$ cat src/rtl/mprj_qspi_pad_ctrl_if.sv
// Wishbone slave bus bundle for the quad-SPI pad controller.
// The SoC side drives the master modport; the pad controller takes the slave modport.
interface mprj_qspi_pad_ctrl_if;
   logic        wbs_stb_i;
   logic        wbs_cyc_i;
   logic        wbs_we_i;
   logic [3:0]  wbs_sel_i;
   logic [31:0] wbs_dat_i;
   logic [31:0] wbs_adr_i;
   logic        wbs_ack_o;
   logic [31:0] wbs_dat_o;

   modport slave (
      input  wbs_stb_i, wbs_cyc_i, wbs_we_i, wbs_sel_i, wbs_dat_i, wbs_adr_i,
      output wbs_ack_o, wbs_dat_o
   );

   modport master (
      output wbs_stb_i, wbs_cyc_i, wbs_we_i, wbs_sel_i, wbs_dat_i, wbs_adr_i,
      input  wbs_ack_o, wbs_dat_o
   );
endinterface

$ cat src/rtl/mprj_qspi_pad_ctrl.sv
// Bidirectional pad controller for NCH quad-SPI channels.
// Registers pad outputs and active-low output enables, synchronises pad inputs,
// and offers per-channel enable, loopback, forced-input masks and sticky edge
// flags with a level interrupt, all behind a Wishbone slave.
module mprj_qspi_pad_ctrl #(
   parameter int          NCH         = 2,
   parameter int          DQW         = 4,
   parameter int          SYNC_STAGES = 2,
   parameter logic [31:0] BASE_ADR    = 32'h3000_0000
) (
   input  logic                 wb_clk_i,
   input  logic                 wb_rst_ni,
   mprj_qspi_pad_ctrl_if.slave  wbs,
   input  logic [NCH*DQW-1:0]   core_dq_o,
   input  logic [NCH*DQW-1:0]   core_dq_oe,
   output logic [NCH*DQW-1:0]   core_dq_i,
   input  logic [NCH*DQW-1:0]   pad_dq_i,
   output logic [NCH*DQW-1:0]   pad_dq_o,
   output logic [NCH*DQW-1:0]   pad_dq_oeb,
   output logic                 irq_o
);

   localparam int         W        = NCH * DQW;
   localparam logic [5:0] EDGE_WA  = 6'h10;
   localparam logic [5:0] PADIN_WA = 6'h11;

   // control registers
   logic           r_en  [NCH];
   logic           r_lb  [NCH];
   logic           r_ien [NCH];
   logic [DQW-1:0] r_frc [NCH];
   logic [W-1:0]   r_edge;

   // bus response
   logic           r_ack;
   logic [31:0]    r_dat;

   // datapath
   logic [W-1:0]   r_sync [SYNC_STAGES];
   logic [W-1:0]   r_prev;
   logic [W-1:0]   r_pad_o;
   logic [W-1:0]   r_oeb;
   logic [W-1:0]   r_lbq;
   logic           r_irq;

   logic           w_acc, w_hit, w_wr, w_irq;
   logic [5:0]     w_wa;
   logic [31:0]    w_bmask, w_wmask, w_rd;
   logic [W-1:0]   w_sync, w_set, w_clr;
   logic [W-1:0]   w_en_line, w_lb_line, w_frc_line;
   logic           w_unused;

   // A new access is taken only while no ack is outstanding, which spaces acks 2 cycles apart.
   assign w_acc   = wbs.wbs_stb_i & wbs.wbs_cyc_i & ~r_ack;
   assign w_hit   = (wbs.wbs_adr_i[31:8] == BASE_ADR[31:8]);
   assign w_wa    = wbs.wbs_adr_i[7:2];
   assign w_wr    = w_acc & wbs.wbs_we_i & w_hit;
   assign w_bmask = {{8{wbs.wbs_sel_i[3]}}, {8{wbs.wbs_sel_i[2]}},
                     {8{wbs.wbs_sel_i[1]}}, {8{wbs.wbs_sel_i[0]}}};
   assign w_wmask = wbs.wbs_dat_i & w_bmask;
   assign w_sync  = r_sync[SYNC_STAGES-1];
   assign w_unused = &{1'b0, wbs.wbs_adr_i[1:0], wbs.wbs_dat_i};

   // Spread per-channel controls onto the individual dq lines.
   always_comb begin
      w_en_line  = '0;
      w_lb_line  = '0;
      w_frc_line = '0;
      for (int i = 0; i < W; i++) begin
         w_en_line[i]  = r_en[i / DQW];
         w_lb_line[i]  = r_lb[i / DQW];
         w_frc_line[i] = r_frc[i / DQW][i % DQW];
      end
   end

   // Read data mux; anything outside the map reads as zero.
   always_comb begin
      w_rd = '0;
      if (w_hit) begin
         for (int c = 0; c < NCH; c++) begin
            if (w_wa == 6'(c)) begin
               w_rd[0]       = r_en[c];
               w_rd[1]       = r_lb[c];
               w_rd[2]       = r_ien[c];
               w_rd[8 +: DQW] = r_frc[c];
            end
         end
         if (w_wa == EDGE_WA) begin
            w_rd[W-1:0] = r_edge;
         end else if (w_wa == PADIN_WA) begin
            w_rd[W-1:0] = w_sync;
         end
      end
   end

   // Edge flags: a change on a listening line sets, a W1C clears, and set beats clear.
   assign w_set = (w_sync ^ r_prev) & w_en_line & r_oeb;
   assign w_clr = (w_wr && (w_wa == EDGE_WA)) ? w_wmask[W-1:0] : '0;

   // Interrupt request from any channel whose edge flags are armed.
   always_comb begin
      w_irq = 1'b0;
      for (int c = 0; c < NCH; c++) begin
         if (r_ien[c] && (|r_edge[c*DQW +: DQW])) w_irq = 1'b1;
      end
   end

   // Wishbone ack pulse and read data, zero whenever ack is low.
   always_ff @(posedge wb_clk_i or negedge wb_rst_ni) begin
      if (!wb_rst_ni) begin
         r_ack <= 1'b0;
         r_dat <= '0;
      end else begin
         r_ack <= w_acc;
         r_dat <= (w_acc && !wbs.wbs_we_i) ? w_rd : '0;
      end
   end

   // Per-channel CTRL registers with byte-lane write gating.
   always_ff @(posedge wb_clk_i or negedge wb_rst_ni) begin
      if (!wb_rst_ni) begin
         for (int c = 0; c < NCH; c++) begin
            r_en[c]  <= 1'b0;
            r_lb[c]  <= 1'b0;
            r_ien[c] <= 1'b0;
            r_frc[c] <= '0;
         end
      end else if (w_wr) begin
         for (int c = 0; c < NCH; c++) begin
            if (w_wa == 6'(c)) begin
               if (wbs.wbs_sel_i[0]) begin
                  r_en[c]  <= wbs.wbs_dat_i[0];
                  r_lb[c]  <= wbs.wbs_dat_i[1];
                  r_ien[c] <= wbs.wbs_dat_i[2];
               end
               if (wbs.wbs_sel_i[1]) r_frc[c] <= wbs.wbs_dat_i[8 +: DQW];
            end
         end
      end
   end

   // Input synchroniser chain plus the previous-value copy used for edge detection.
   always_ff @(posedge wb_clk_i or negedge wb_rst_ni) begin
      if (!wb_rst_ni) begin
         for (int s = 0; s < SYNC_STAGES; s++) r_sync[s] <= '0;
         r_prev <= '0;
      end else begin
         r_sync[0] <= pad_dq_i;
         for (int s = 1; s < SYNC_STAGES; s++) r_sync[s] <= r_sync[s-1];
         r_prev <= w_sync;
      end
   end

   // Pad output data and enable registered together so turnaround stays aligned.
   always_ff @(posedge wb_clk_i or negedge wb_rst_ni) begin
      if (!wb_rst_ni) begin
         r_pad_o <= '0;
         r_oeb   <= '1;
         r_lbq   <= '0;
      end else begin
         r_pad_o <= core_dq_o & w_en_line;
         r_oeb   <= ~(w_en_line & core_dq_oe & ~w_frc_line);
         r_lbq   <= r_pad_o;
      end
   end

   // Sticky edge flags and the registered interrupt level.
   always_ff @(posedge wb_clk_i or negedge wb_rst_ni) begin
      if (!wb_rst_ni) begin
         r_edge <= '0;
         r_irq  <= 1'b0;
      end else begin
         r_edge <= (r_edge & ~w_clr) | w_set;
         r_irq  <= w_irq;
      end
   end

   assign core_dq_i     = w_en_line & ((w_lb_line & r_lbq) | (~w_lb_line & w_sync));
   assign pad_dq_o      = r_pad_o;
   assign pad_dq_oeb    = r_oeb;
   assign irq_o         = r_irq;
   assign wbs.wbs_ack_o = r_ack;
   assign wbs.wbs_dat_o = r_dat;

endmodule

$ cat src/flat_wrapper.sv
// flat-port wrapper written by rule: the top's interface ports become plain ports
module mprj_qspi_pad_ctrl_flat 
#(
   parameter int          NCH         = 2,
   parameter int          DQW         = 4,
   parameter int          SYNC_STAGES = 2,
   parameter logic [31:0] BASE_ADR    = 32'h3000_0000
)
  (wb_clk_i, wb_rst_ni, core_dq_o, core_dq_oe, core_dq_i, pad_dq_i, pad_dq_o, pad_dq_oeb, irq_o, wbs_wbs_stb_i, wbs_wbs_cyc_i, wbs_wbs_we_i, wbs_wbs_sel_i, wbs_wbs_dat_i, wbs_wbs_adr_i, wbs_wbs_ack_o, wbs_wbs_dat_o);
  mprj_qspi_pad_ctrl_if wbs_i ();
  input  logic wb_clk_i;
  input  logic wb_rst_ni;
  input  logic [NCH*DQW-1:0] core_dq_o;
  input  logic [NCH*DQW-1:0] core_dq_oe;
  output logic [NCH*DQW-1:0] core_dq_i;
  input  logic [NCH*DQW-1:0] pad_dq_i;
  output logic [NCH*DQW-1:0] pad_dq_o;
  output logic [NCH*DQW-1:0] pad_dq_oeb;
  output logic irq_o;
  input wire logic [$bits(wbs_i.wbs_stb_i)-1:0] wbs_wbs_stb_i;
  input wire logic [$bits(wbs_i.wbs_cyc_i)-1:0] wbs_wbs_cyc_i;
  input wire logic [$bits(wbs_i.wbs_we_i)-1:0] wbs_wbs_we_i;
  input wire logic [$bits(wbs_i.wbs_sel_i)-1:0] wbs_wbs_sel_i;
  input wire logic [$bits(wbs_i.wbs_dat_i)-1:0] wbs_wbs_dat_i;
  input wire logic [$bits(wbs_i.wbs_adr_i)-1:0] wbs_wbs_adr_i;
  output wire logic [$bits(wbs_i.wbs_ack_o)-1:0] wbs_wbs_ack_o;
  output wire logic [$bits(wbs_i.wbs_dat_o)-1:0] wbs_wbs_dat_o;
  assign wbs_i.wbs_stb_i = wbs_wbs_stb_i;
  assign wbs_i.wbs_cyc_i = wbs_wbs_cyc_i;
  assign wbs_i.wbs_we_i = wbs_wbs_we_i;
  assign wbs_i.wbs_sel_i = wbs_wbs_sel_i;
  assign wbs_i.wbs_dat_i = wbs_wbs_dat_i;
  assign wbs_i.wbs_adr_i = wbs_wbs_adr_i;
  assign wbs_wbs_ack_o = wbs_i.wbs_ack_o;
  assign wbs_wbs_dat_o = wbs_i.wbs_dat_o;
  mprj_qspi_pad_ctrl #(.NCH(NCH), .DQW(DQW), .SYNC_STAGES(SYNC_STAGES), .BASE_ADR(BASE_ADR)) u_core (.wb_clk_i(wb_clk_i), .wb_rst_ni(wb_rst_ni), .wbs(wbs_i), .core_dq_o(core_dq_o), .core_dq_oe(core_dq_oe), .core_dq_i(core_dq_i), .pad_dq_i(pad_dq_i), .pad_dq_o(pad_dq_o), .pad_dq_oeb(pad_dq_oeb), .irq_o(irq_o));
endmodule
$ cat config.mk
export PLATFORM = sky130hd
export DESIGN_NAME = mprj_qspi_pad_ctrl_flat
export DESIGN_NICKNAME = d
export VERILOG_FILES = /design/src/rtl/mprj_qspi_pad_ctrl_if.sv /design/src/rtl/mprj_qspi_pad_ctrl.sv /design/src/flat_wrapper.sv
export SDC_FILE = /design/constraint.sdc
export NUM_CORES = 1
export LEC_CHECK = 0
export CAP_MARGIN = 30
export CORE_ASPECT_RATIO = 0.9
export CORE_UTILIZATION = 30
export DETAILED_ROUTE_END_ITERATION = 16
export GPL_TIMING_DRIVEN = 0
export SLEW_MARGIN = 10
export SYNTH_ARGS = -nofsm -noshare
export SYNTH_HDL_FRONTEND = slang
export SYNTH_SLANG_ARGS = --single-unit
$ cat constraint.sdc
create_clock -name wb_clk_i -period 1.4 [get_ports wb_clk_i]
set_clock_uncertainty 0.05 [all_clocks]
set_input_delay 0.14 -clock wb_clk_i [delete_from_list [all_inputs] [get_ports wb_clk_i]]
set_output_delay 0.14 -clock wb_clk_i [all_outputs]
set_load 0.005 [all_outputs]
==> impl_metrics.yaml, run 1 <==
critical_path:
  path_class: "flop to flop"
  worst_r2r_path_depth: 5
  worstPathBufferInverterCount: 2
  crit_path_start_kind: "flop"
  cp_max_fo: 5
  crit_chain: "buf_6 > nor4bb_4 > or3b_4 > buf_12 > nor2_4"
  slowest_stage: "or3b_4"
  rr_startpoint: "u_core.wbs.wbs_ack_o"
  critical-path-max-stage-delay_ns: 0.45
  end_kind: "flop"
  crit_arrival_ns: 1.87
  r2r_end: "u_core.wbs.wbs_dat_o[7]"
  crit_family: "simple AND/OR/NAND/NOR gates"
  critPathRequiredTime_ns: 1.62
  rrSetupSlack_ns: -0.25
yosys:
  synth_flop_cell: "dfrtp_1"
  synth_cell_type_count: 36
  ys_ff_latch: 84
  yosysMostFrequentCell: "dfrtp_1"
  syn_area_um2: 3470
  netlist_instances: 264
  yosys.area.top_type: "dfrtp_1"
  synth_edf_count: 0
  synthTopCellsByArea: "dfrtp_1, dfstp_2, buf_4"
  seq_area_frac_synth_pct: 60.9
  yosysWarnings: 0
  syn_area_per_cell_um2: 13.1
  synthArstFlopShare_pct: 100
  yosys.area.top_type_share_pct: 54.9
  synth_common_cells: "dfrtp_1, buf_4, nand2_1"
cts:
  htree_levels: 3
  numClockSinks: 84
  cts-root-buf: "clkbuf_16"
  cts_buffers: 9
  insertion_delay_ns: 0.34
  tritoncts: "built"
  cts.path.max_buffers: 2
  clk_transition_reported_paths_ns: 0.06
layout:
  ff_latch_area_um2: 2120
  diodes: 0
  fillers: 992
  utilization_pct: 51.5
  stdcell_count: 581
  fin_nets: 521
  drive_gt1_share_pct: 33.1
  area_delta_synth_final_pct: 63.8
  multi_input_area_um2: 1530
place:
  place.gp.congestion: 0.802
  port_buffers: 110
  dp.cells: 546
  hpwlAfterDp_mm: 6.39
sta:
  timing.final.crit_share_pct: 118
  slew_headroom_pct: 63.8
  max_freq_mhz: 606
  setup_viol_count_final: 42
  rsz0062_at_grt: "yes"
  hold_ws_ns: 0.187
  final.min_clock_period_ns: 1.65
  slew_violations: 0
  tightestPinTransition_ns: 0.542
  hold_viol_final: 0
  setup_ws_ns: -0.251
hold_path:
  hold_path_end: "u_core.r_sync[15]"
  hp-class: "input port to flop"
  worstHoldStart: "pad_dq_i[7]"
  min_path_cells: 1
global_routing:
  grt_pass1_vias: 2817
  antenna_found_initial: 0
  grt_first_pass_wirelength_mm: 14.7
  grt_usage_pct: 16.3
  grt_max_degree: 45
  grt_overflow_total: 0
routing:
  routed-via-count: 2570
  vias_per_cell: 4.42
  wl_mm: 9.12
  drtAntennaViolNets: 0
  drc: 0
  wire_per_inst_um: 15.7
  firstDrtPassIters: 4
  drt-initial-drc-count: 138
run:
  maxCapViolations: 0
status:
  violations: "setup timing"
  status: "finished, violations left"
floorplanning:
  die_area_um2: 12000
  core_um2: 11000
  std_cell_rows: 36
  start_util_pct: 31.4
  chipWidth_um: 115
  die_height_um: 104
  num_io_pins: 155
power_and_ir_drop:
  p_per_area_nw_per_um2: 964
  ir_drop_uv: 740
  p_total_mw: 5.48
  p_leak_nw: 2.79
## logic make-up (layout without fill, tap and decap cells)
logic type / Yosys count / in the layout / share of synthesized area [%]
AOI/OAI and AO/OA: 25 / 25 / 5.77
muxes: 25 / 25 / 7.72
buffers and inverters: 38 / 184 / 6.35
and+or+nand+nor: 83 / 83 / 17.1
other: 1 / 20 / 0.108
xor gates and xnor gates: 8 / 8 / 2.02
DFF: 84 / 84 / 60.9
## layer usage
metal  vias up  wire length (um)  track usage (%)
li1       1208                 -                -
met1      1256              4100             21.3
met2        94              4200             25.6
met3        12               702             4.72
met4         0               111             6.03
met5         -                 0                0
## cell usage in the layout, fill, tap and decap left out, types with 4 or more instances in the layout
| cell type | Yosys | final |
|---|---|---|
| conb_1 | 1 | 20 |
| nand3_1 | 8 | 8 |
| mux2_4 | 0 | 11 |
| dlymetal6s2s_1 | 0 | 8 |
| nand3b_1 | 10 | 10 |
| clkbuf_16 | 0 | 9 |
| dfrtp_2 | 0 | 4 |
| dfstp_2 | 8 | 8 |
| nand2_1 | 14 | 11 |
| dfrtp_1 | 76 | 72 |
| clkdlybuf4s50_1 | 0 | 56 |
| buf_6 | 0 | 15 |
| nor2b_1 | 8 | 8 |
| inv_1 | 8 | 8 |
| clkdlybuf4s15_1 | 0 | 7 |
| buf_2 | 2 | 11 |
| and2_1 | 8 | 8 |
| buf_4 | 20 | 28 |
| o41ai_2 | 0 | 5 |
| mux2i_1 | 11 | 11 |
| a22oi_1 | 9 | 9 |
| xor2_1 | 8 | 8 |
| dlygate4sd2_1 | 0 | 25 |
| nor4_4 | 4 | 9 |
| nor2_4 | 0 | 8 |
## per-stage QoR
step           instance area (um^2)  setup WS, ns  setup TNS, ns
3_5_place_dp                   4940         -1.01         -30.41
4_1_cts                        5570        -0.293          -7.78
5_1_grt                        5680        -0.314          -9.94
3_3_place_gp                   4920         -2.82        -258.34
2_1_floorplan                  3630        -0.293          -5.03
6_report                       5680        -0.251          -7.27
## flip-flops by register name (all words and copies together), names as in the netlist
name	count
u_core.r_frc	8
u_core.r_prev	8
u_core.pad_dq_o	8
u_core.r_en	2
u_core.r_lb	2
u_core.r_sync	8
u_core.wbs.wbs_ack_o	1
u_core.r_edge	8
u_core.irq_o	1
u_core.r_lbq	8
u_core.wbs.wbs_dat_o	12
u_core.r_ien	2
u_core.w_sync	8
u_core.pad_dq_oeb	8
## layout make-up
cell class | instances | share of cell area [%]
buffer | 27 | 3.57
multi-input combinational | 161 | 27.0
clock buffer | 9 | 3.97
sequential | 84 | 37.3
inverter | 8 | 0.529
clock inverter | 7 | 1.74
timing repair buffer | 133 | 22.6
tap | 152 | 3.35
## worst max-delay path by stage
| stage | start | depth (start not counted) | slack (ns) | to |
|---|---|---|---|---|
| after floorplan | wbs_wbs_adr_i[4] | 4 | -0.29 | u_core.r_frc[4] |
| final | u_core.wbs.wbs_ack_o | 5 | -0.25 | u_core.wbs.wbs_dat_o[7] |
| after global routing | u_core.wbs.wbs_ack_o | 5 | -0.31 | u_core.r_ien[1] |
| after CTS | u_core.wbs.wbs_ack_o | 5 | -0.29 | u_core.wbs.wbs_dat_o[6] |
| after global placement | wb_rst_ni | 1 | -2.82 | u_core.wbs.wbs_ack_o |
| after detailed placement | wbs_wbs_adr_i[4] | 5 | -1.01 | u_core.r_frc[4] |
## report_power, final
part	leakage (nW)	internal (mW)	total [mW]	switching, mW
Combinational	1.60	0.246	0.425	0.179
Sequential	1.04	2.46	2.49	0.0270
Clock	0.150	1.57	2.56	0.990
## what timing repair did
item | in CTS | in global routing
resized for setup | 140 | 31
hold buffers | 1 | 0
buffers inserted | 21 | 1
endpoints found under the hold margin | 36 | 0
gates cloned | 1 | 0
pin swaps | 19 | 13
setup endpoints to repair | 58 | 51
Power figures use the tool's default switching activity.
==> run 2: changes to the inputs <==
clock period = 2 ns   (was 1.4 ns; I/O delays follow)
==> run 2 against run 1 <==
Setup slack improved by 0.29 ns; the flow now finishes without violations; utilization is 3.6 points lower; clock-buffer cell count up 2; critical path depth unchanged; global-route usage fell by 1.8 points; wire length fell by 8.6%; register-to-register slack better by 0.43 ns; largest cell class unchanged; flip-flop and latch count stayed put.
==> impl_metrics.yaml, run 2 (synthesized netlist as in run 1, its figures left out) <==
routing:
  vias_per_cell: 4.35
  drt-initial-drc-count: 121
  wire_per_inst_um: 14.8
  drc: 0
  firstDrtPassIters: 4
  drtAntennaViolNets: 0
  routed-via-count: 2456
  wl_mm: 8.34
layout:
  drive_gt1_share_pct: 19.4
  final_area_um2: 5280
  diodes: 0
  stdcell_count: 565
  final_cell_mix: "clkdlybuf4s50_1, dfrtp_1, buf_4"
  final_common_cell: "clkdlybuf4s50_1"
  multi_input_area_um2: 1260
  ff_latch_area_um2: 2110
  largest_reg_flops: 12
  fin_nets: 506
  area_delta_synth_final_pct: 52.3
  fillers: 1016
place:
  dp.cells: 546
  place.gp.congestion: 0.789
  placement.cell_area_um2: 4850
  hpwlAfterDp_mm: 6.27
  port_buffers: 110
run:
  maxCapViolations: 0
sta:
  setup_tns_ns: 0
  tightestPinTransition_ns: 0.577
  slew_violations: 0
  setup_viol_count_final: 0
  rsz0062_at_grt: "yes"
  max_freq_mhz: 511
  hold_ws_ns: 0.262
  timing.final.crit_share_pct: 97.8
  hold_viol_final: 0
  slew_headroom_pct: 61.5
  final.min_clock_period_ns: 1.96
hold_path:
  hp-class: "input port to flop"
  worstHoldStart: "pad_dq_i[4]"
  min_path_cells: 1
  hold_path_end: "u_core.r_sync[12]"
critical_path:
  critPathRequiredTime_ns: 2.16
  cp-startpoint: "wbs_wbs_adr_i[4]"
  crit_path_start_kind: "input port"
  end_kind: "flop"
  rrSetupSlack_ns: 0.18
  rr_startpoint: "u_core.wbs.wbs_ack_o"
  crit_arrival_ns: 2.11
  r2r_end: "u_core.r_frc[1]"
  worst_r2r_path_depth: 5
  cp_max_fo: 3
  path_class: "input port to flop"
floorplanning:
  core_um2: 11000
  die_area_um2: 12000
  die_height_um: 104
  num_io_pins: 155
  std_cell_rows: 36
  start_util_pct: 31.4
  chipWidth_um: 115
power_and_ir_drop:
  p_per_area_nw_per_um2: 716
  p_total_mw: 3.78
  ir_drop_uv: 384
  p_leak_nw: 2.31
global_routing:
  grt_overflow_total: 0
  grt_first_pass_wirelength_mm: 13.1
  grt_usage_pct: 14.5
  grt_pass1_vias: 2566
  antenna_found_initial: 0
  grt_max_degree: 44
cts:
  clk_transition_reported_paths_ns: 0.06
  numClockSinks: 84
  htree_levels: 3
  insertion_delay_ns: 0.32
  cts_buffers: 9
  tritoncts: "built"
  cts.path.max_buffers: 2
  cts-root-buf: "clkbuf_16"
status:
  status: "complete, no violations"
## run 2: cell count changes in the layout (fill, tap and decap cells not counted), sizes merged
cell | before | now
clkbuf | 14 | 15
clkdlybuf4s50 | 56 | 109
buf | 56 | 31
dlygate4sd2 | 25 | 0
clkdlybuf4s15 | 9 | 0
inv | 9 | 8
dlymetal6s2s | 8 | 0
clkinv | 1 | 2
clkinvlp | 3 | 0
## run 2: worst max path at each step
| stage | endpoint | slack [ns] | cells past startpoint |
|---|---|---|---|
| floorplan | u_core.r_frc[4] | 0.17 | 4 |
| global route | u_core.r_ien[1] | -0.03 | 5 |
| global placement | u_core.wbs.wbs_dat_o[2] | -2.24 | 1 |
| finish | u_core.r_lb[1] | 0.04 | 5 |
| detailed placement | u_core.r_lb[0] | -0.59 | 5 |
| CTS | u_core.r_lb[1] | 0.04 | 5 |
## run 2: metrics by stage
step	util [%]	worst slack [ns]
after floorplan	-	0.172
after global placement	43.8	-2.24
after detailed placement	43.9	-0.595
final	47.8	0.0442
after CTS	47.6	0.0373
after global routing	47.8	-0.0255
## run 2: timing repair
action                     4_1_cts  5_1_grt
buffers inserted                 4        2
pin swaps                        4        1
setup endpoints to repair       34       19
hold buffers                     1        0
hold endpoints to repair        37        0
gates resized for setup          6        3
## run 2: area by class of cell
type	count	area share [%]
inverters	8	0.569
clock inverters	4	1.40
repair buffers	118	22.5
multi-input cells	161	24.0
well taps	152	3.60
clock buffers	11	4.60
flip-flops and latches	84	40.0
plain buffers	27	3.39
## run 2: critical path: stages
cell             delay, ns
clkdlybuf4s50_1       0.45
nor4_4                0.33
or3b_4                0.45
nor4_4                0.31
mux2_2                0.38
## run 2: power by group
| group | switching [mW] | leakage (nW) | total (mW) | internal [mW] |
|---|---|---|---|---|
| Clock | 0.617 | 0.156 | 1.74 | 1.12 |
| Combinational | 0.112 | 1.11 | 0.295 | 0.183 |
| Sequential | 0.0191 | 1.05 | 1.75 | 1.73 |
## run 2: per-layer routing
metal  global-route usage, %  vias to the layer above  part of all wire (%)
met5                       0                        -                     0
met3                    4.72                        9                   8.9
li1                        -                     1181                     -
met2                    23.5                      114                    46
met4                    3.99                        0                   1.0
met1                    18.4                     1152                    44
